File: config.mk
export PLATFORM = sky130hd
export DESIGN_NAME = bin2sevenseg_digits_flat
export DESIGN_NICKNAME = d
export VERILOG_FILES = /design/src/rtl/bin2sevenseg_digits_if.sv /design/src/rtl/bin2sevenseg_digits.sv /design/src/flat_wrapper.sv
export SDC_FILE = /design/constraint.sdc
export NUM_CORES = 1
export LEC_CHECK = 0
export ABC_AREA = 1
export BUFFER_PORTS_ARGS = -buffer_cell sky130_fd_sc_hd__clkbuf_2
export CAP_MARGIN = 10
export CORE_AREA = 2 2 72 74
export DETAILED_ROUTE_END_ITERATION = 12
export DIE_AREA = 0 0 74 76
export PLACE_DENSITY = 0.82
export SLEW_MARGIN = 15
export SYNTH_ARGS = -nofsm -noshare
export SYNTH_HDL_FRONTEND = slang
export SYNTH_SLANG_ARGS = --single-unit
File: constraint.sdc
create_clock -name clk -period 2.3 [get_ports clk]
set_input_delay 0.23 -clock clk [delete_from_list [all_inputs] [get_ports clk]]
set_output_delay 0.23 -clock clk [all_outputs]
set_load 0.01 [all_outputs]
File: src/rtl/bin2sevenseg_digits_if.sv
// Conversion request / result bundle between a controller and bin2sevenseg_digits.
interface bin2sevenseg_digits_if #(
   parameter int N = 2,
   parameter int W = 7
);
   logic         start;
   logic [W-1:0] value;
   logic         busy;
   logic         done;
   logic         overflow;
   logic [6:0]   digit_values [N];

   modport master (
      output start, value,
      input  busy, done, overflow, digit_values
   );

   modport slave (
      input  start, value,
      output busy, done, overflow, digit_values
   );
endinterface

File: src/rtl/bin2sevenseg_digits.sv
// Binary -> BCD (sequential double-dabble) -> active-low seven-segment digits, plus refresh tick.
// Optional macro LZB_EN: blank leading zero digits (units digit always shown).
module bin2sevenseg_digits #(
   parameter int N        = 2,
   parameter int W        = 7,
   parameter int TICK_DIV = 50000
) (
   input  logic                  clk,
   input  logic                  reset,
   bin2sevenseg_digits_if.slave  bus,
   output logic                  en_tick
);
   localparam int BW   = 4 * N;
   localparam int CW   = (W > BW + 1) ? W : BW + 1;
   localparam int CNTW = $clog2(W + 1);
   localparam int TW   = (TICK_DIV > 1) ? $clog2(TICK_DIV) : 1;

   localparam logic [6:0] SEG_BLANK = 7'h7F;
   localparam logic [6:0] SEG_DASH  = 7'h3F;

   // 10^N always fits in 4N+1 bits, so comparing at CW bits is exact for any W.
   function automatic logic [CW-1:0] pow10_f();
      logic [CW-1:0] p;
      p = CW'(1);
      for (int unsigned i = 0; i < N; i++) p = p * CW'(10);
      return p;
   endfunction

   localparam logic [CW-1:0] LIMIT = pow10_f();

   function automatic logic [6:0] seg7(input logic [3:0] d);
      case (d)
         4'd0:    return 7'h40;
         4'd1:    return 7'h79;
         4'd2:    return 7'h24;
         4'd3:    return 7'h30;
         4'd4:    return 7'h19;
         4'd5:    return 7'h12;
         4'd6:    return 7'h02;
         4'd7:    return 7'h78;
         4'd8:    return 7'h00;
         4'd9:    return 7'h10;
         default: return SEG_BLANK;
      endcase
   endfunction

   typedef enum logic [1:0] {IDLE, CONV, ENCODE} state_t;

   state_t          state;
   logic [W-1:0]    bin;
   logic [BW-1:0]   bcd;
   logic [BW-1:0]   bcd_adj;
   logic [CNTW-1:0] cnt;
   logic            ovf_pend;
   logic [6:0]      enc [N];
   logic [TW-1:0]   tcnt;

   always_comb begin
      bcd_adj = '0;
      for (int unsigned i = 0; i < N; i++) begin
         if (bcd[4*i +: 4] >= 4'd5) bcd_adj[4*i +: 4] = bcd[4*i +: 4] + 4'd3;
         else                       bcd_adj[4*i +: 4] = bcd[4*i +: 4];
      end
   end

`ifdef LZB_EN
   // lz[i]: every digit at index >= i is zero
   logic [N:0] lz;

   always_comb begin
      lz[N] = 1'b1;
      for (int unsigned k = 0; k < N; k++) begin
         lz[N-1-k] = lz[N-k] && (bcd[4*(N-1-k) +: 4] == 4'd0);
      end
      for (int unsigned i = 0; i < N; i++) begin
         if (ovf_pend)              enc[i] = SEG_DASH;
         else if (i != 0 && lz[i])  enc[i] = SEG_BLANK;
         else                       enc[i] = seg7(bcd[4*i +: 4]);
      end
   end
`else
   always_comb begin
      for (int unsigned i = 0; i < N; i++) begin
         if (ovf_pend) enc[i] = SEG_DASH;
         else          enc[i] = seg7(bcd[4*i +: 4]);
      end
   end
`endif

   always_ff @(posedge clk or negedge reset) begin
      if (!reset) begin
         state        <= IDLE;
         bus.busy     <= 1'b0;
         bus.done     <= 1'b0;
         bus.overflow <= 1'b0;
         bin          <= '0;
         bcd          <= '0;
         cnt          <= '0;
         ovf_pend     <= 1'b0;
         for (int unsigned i = 0; i < N; i++) bus.digit_values[i] <= SEG_BLANK;
      end else begin
         bus.done <= 1'b0;
         case (state)
            IDLE: begin
               if (bus.start) begin
                  bin      <= bus.value;
                  bcd      <= '0;
                  cnt      <= CNTW'(W);
                  ovf_pend <= (CW'(bus.value) >= LIMIT);
                  bus.busy <= 1'b1;
                  state    <= CONV;
               end
            end
            CONV: begin
               // adjust-then-shift of the combined {bcd, bin} register
               bcd <= BW'({bcd_adj, bin[W-1]});
               bin <= bin << 1;
               cnt <= cnt - 1'b1;
               if (cnt == CNTW'(1)) state <= ENCODE;
            end
            ENCODE: begin
               for (int unsigned i = 0; i < N; i++) bus.digit_values[i] <= enc[i];
               bus.overflow <= ovf_pend;
               bus.done     <= 1'b1;
               bus.busy     <= 1'b0;
               state        <= IDLE;
            end
            default: state <= IDLE;
         endcase
      end
   end

   always_ff @(posedge clk or negedge reset) begin
      if (!reset) begin
         tcnt    <= '0;
         en_tick <= 1'b0;
      end else begin
         en_tick <= (tcnt == TW'(TICK_DIV - 1));
         if (tcnt == TW'(TICK_DIV - 1)) tcnt <= '0;
         else                           tcnt <= tcnt + 1'b1;
      end
   end
endmodule

File: src/flat_wrapper.sv
// flat-port wrapper written by rule: the top's interface ports become plain ports
module bin2sevenseg_digits_flat 
#(
   parameter int N        = 2,
   parameter int W        = 7,
   parameter int TICK_DIV = 50000
)
  (clk, reset, en_tick, bus_start, bus_value, bus_busy, bus_done, bus_overflow, bus_digit_values);
  bin2sevenseg_digits_if #(.N(N), .W(W)) bus_i ();
  input  logic clk;
  input  logic reset;
  output logic en_tick;
  input wire logic [$bits(bus_i.start)-1:0] bus_start;
  input wire logic [$bits(bus_i.value)-1:0] bus_value;
  output wire logic [$bits(bus_i.busy)-1:0] bus_busy;
  output wire logic [$bits(bus_i.done)-1:0] bus_done;
  output wire logic [$bits(bus_i.overflow)-1:0] bus_overflow;
  output wire logic [$bits(bus_i.digit_values)-1:0] bus_digit_values;
  assign bus_i.start = bus_start;
  assign bus_i.value = bus_value;
  assign bus_busy = bus_i.busy;
  assign bus_done = bus_i.done;
  assign bus_overflow = bus_i.overflow;
  assign bus_digit_values = {>>{bus_i.digit_values}};
  bin2sevenseg_digits #(.N(N), .W(W), .TICK_DIV(TICK_DIV)) u_core (.clk(clk), .reset(reset), .bus(bus_i), .en_tick(en_tick));
endmodule
==> qor.yml <==
drt:
  drc: 0
  num_vias: 2401
  totalWireLength_mm: 5.66
  drtIter0Drc: 167
  final_antenna_net_count: 0
  wl_per_cell_um: 12.3
  first_pass_iters: 4
  vias_per_cell: 5.20
clock_network:
  cts_made_buffers: 5
  cts_tree: "built"
  cts.clk_slew.worst_paths_ns: 0.10
  holdBufCountCts: 0
  clock_path_buffers: 2
  h-tree-depth: 2
  clk_latency_ns: 0.31
  cts_resized: 0
  postCtsSetupRepairBufs: 0
  cts-root-buf: "clkbuf_8"
  clock-sinks: 55
timing:
  finalSetupViolCount: 0
  fin_skew_ns: 0.00739
  hold_violations: 0
  worst_slew_pin_slew_ns: 0.664
  final.setup.tns_ns: 0
  rsz0062_at_grt: "no"
  drv_slew: 0
  fmax_ghz: 0.599
  finalCritPeriodShare: 0.726
  fin_crit_ns: 1.67
  maxSlewHeadroom: 0.557
placement:
  dp_hpwl_mm: 4.19
  placed_area_um2: 3160
  io_buffers: 27
  dp.cells: 454
  routabilityCongestion: 0.865
global_route:
  grt_pass1_wl_mm: 9.65
  globalRouteTotalUtil: 0.216
  overflow: 0
  antenna_found_initial: 0
  grt_pass1_vias: 2150
  grt_start_max_net_pins: 56
final_layout:
  post-route-util: 0.667
  stdcell_count: 462
  drive_gt1_frac: 0.168
  area_growth_syn_to_layout_pct: 10.3
  finalInstanceArea_um2: 3280
  layout.nets: 418
  num_antenna_cells: 0
floorplanning:
  coreArea_um2: 4910
  rows: 26
  start_util: 0.605
  pin_count: 28
  die_x_um: 74
  dieArea_um2: 5620
  fp.dieH_um: 76
logic_synthesis:
  synthMuxAreaShare: 0
  syn-cell-area_um2: 2970
  synth_area_leaders: "dfrtp_1, dfstp_2, nand2_1"
  yosys_warnings: 0
  syn_avg_cell_area_um2: 8.16
  ys_ff_latch: 55
  ys_seq_area_frac: 0.469
  synth_compound_area_frac: 0.129
  yosys.area.top_type_share: 0.345
  synth_xor_area_frac: 0.0177
  ys_types: 30
  syn_nets: 391
  yosys.area_share.adder: 0.0716
  synth-simple-area-share: 0.233
  synth_top_family_by_area: "simple AND/OR/NAND/NOR gates"
  synth_top_cell_by_area: "dfrtp_1"
  synthCells: 364
power:
  ir_drop_mv: 0.810
  p_total_mw: 3.60
  power_density_nw_per_um2: 1100
  p_leak_nw: 1.67
critical_path:
  worstSetupPathType: "flip-flop to flip-flop"
  cp_data_required_time_ns: 2.50
  crit_fanout: 13
  ff2ff_path_depth: 5
  start_kind: "flip-flop"
  cp.arrival_ns: 1.87
  critPathCaptureType: "flip-flop"
job:
  maxCapViolations: 0
status:
  status: "finished, final reports clean"
hold_path:
  min_path_type: "primary input to async pin"
==> state kept, by name, summed over array words and instances, names as in the netlist <==
signal                   count
u_core.bcd                   8
u_core.bin                   7
u_core.bus.busy              1
u_core.bus.digit_values     14
u_core.bus.done              1
u_core.bus.overflow          1
u_core.cnt                   3
u_core.en_tick               1
u_core.ovf_pend              1
u_core.state                 2
u_core.tcnt                 16
==> critical path: stages, from the launching register on <==
cell	delay [ns]
dfrtp_1	0.40
inv_1	0.09
nand2_1	0.22
nand2_1	0.40
inv_1	0.23
a22o_1	0.22
==> kinds of logic (layout without fill, tap and decap cells) <==
family / Yosys count / count (layout)
buffers and inverters: 60 / 88
DFF: 55 / 55
and+or+nand+nor: 157 / 157
xor gates and xnor gates: 6 / 6
AOI/OAI and AO/OA: 69 / 69
adders and majority gates: 17 / 17
==> through the flow <==
stage	hold slack (ns)	setup slack, ns
floorplan	-0.0656	0.945
finish	0.0285	0.631
global placement	0.391	0.733
CTS	0.0584	0.646
global route	0.0804	0.413
detailed placement	0.394	0.654
==> synthesized netlist by cell type, drive strengths merged <==
| library cell | instances |
|---|---|
| a21oi | 18 |
| a22o | 1 |
| a22oi | 3 |
| a31oi | 1 |
| buf | 8 |
| dfrtp | 41 |
| dfstp | 14 |
| ha | 17 |
| inv | 52 |
| nand2 | 72 |
| nand3 | 19 |
| nand4 | 4 |
| nor2 | 59 |
| nor3 | 2 |
| o211ai | 3 |
| o21ai | 35 |
| o21bai | 2 |
| o22ai | 5 |
| o31ai | 1 |
| or2 | 1 |
| xor2 | 6 |
==> metal layers <==
metal | track usage | routed length (µm)
met5 | 0 | 0
met4 | 0.0582 | 51
met3 | 0.0476 | 226
met2 | 0.313 | 2660
met1 | 0.327 | 2720
==> cell usage in the layout, fill, tap and decap left out, types with 2 or more instances in the layout <==
master,n
nand2_1,67
clkbuf_2,27
o22ai_1,5
nand3_1,19
a22oi_1,3
a21oi_1,18
nor2_2,2
o21ai_1,4
nor2_1,54
dfstp_2,14
dfrtp_1,41
nor2_4,3
nand2_2,5
o21bai_1,2
nand4_1,3
clkbuf_8,6
inv_1,51
xor2_1,6
o211ai_1,3
ha_1,17
o21ai_0,30
==> final timing paths <==
kind                            slack (ns)                                      to                                   start
min in group clk                      0.17               u_core.bin[0]$_DFFE_PN0P_                            bus_value[0]
max in group asynchronous             1.83               u_core.bcd[6]$_DFFE_PN0P_                                   reset
worst max register to register        0.63               u_core.bin[0]$_DFFE_PN0P_             u_core.state[1]$_DFFE_PN0P_
worst max-delay path                  0.63               u_core.bin[0]$_DFFE_PN0P_             u_core.state[1]$_DFFE_PN0P_
worst min-delay path                  0.03                u_core.tcnt[7]$_DFF_PN0_                                   reset
worst min register to register        0.48  u_core.bus.digit_values[6]$_DFFE_PN1P_  u_core.bus.digit_values[6]$_DFFE_PN1P_
==> where the power goes <==
part | leakage, nW | internal (mW) | switching, mW
Combinational | 0.944 | 0.524 | 0.872
Sequential | 0.662 | 1.31 | 0.238
Clock | 0.0612 | 0.353 | 0.311
==> cell type report <==
cell class,count,area [µm²]
clock buffers,6,82.6
inverters,52,195
clock inverters,2,35.0
multi-input cells,249,1340
fillers,410,1640
well taps,70,87.6
flip-flops and latches,55,1390
repair buffers,28,143
No activity file was read; power rests on OpenSTA's default activity.
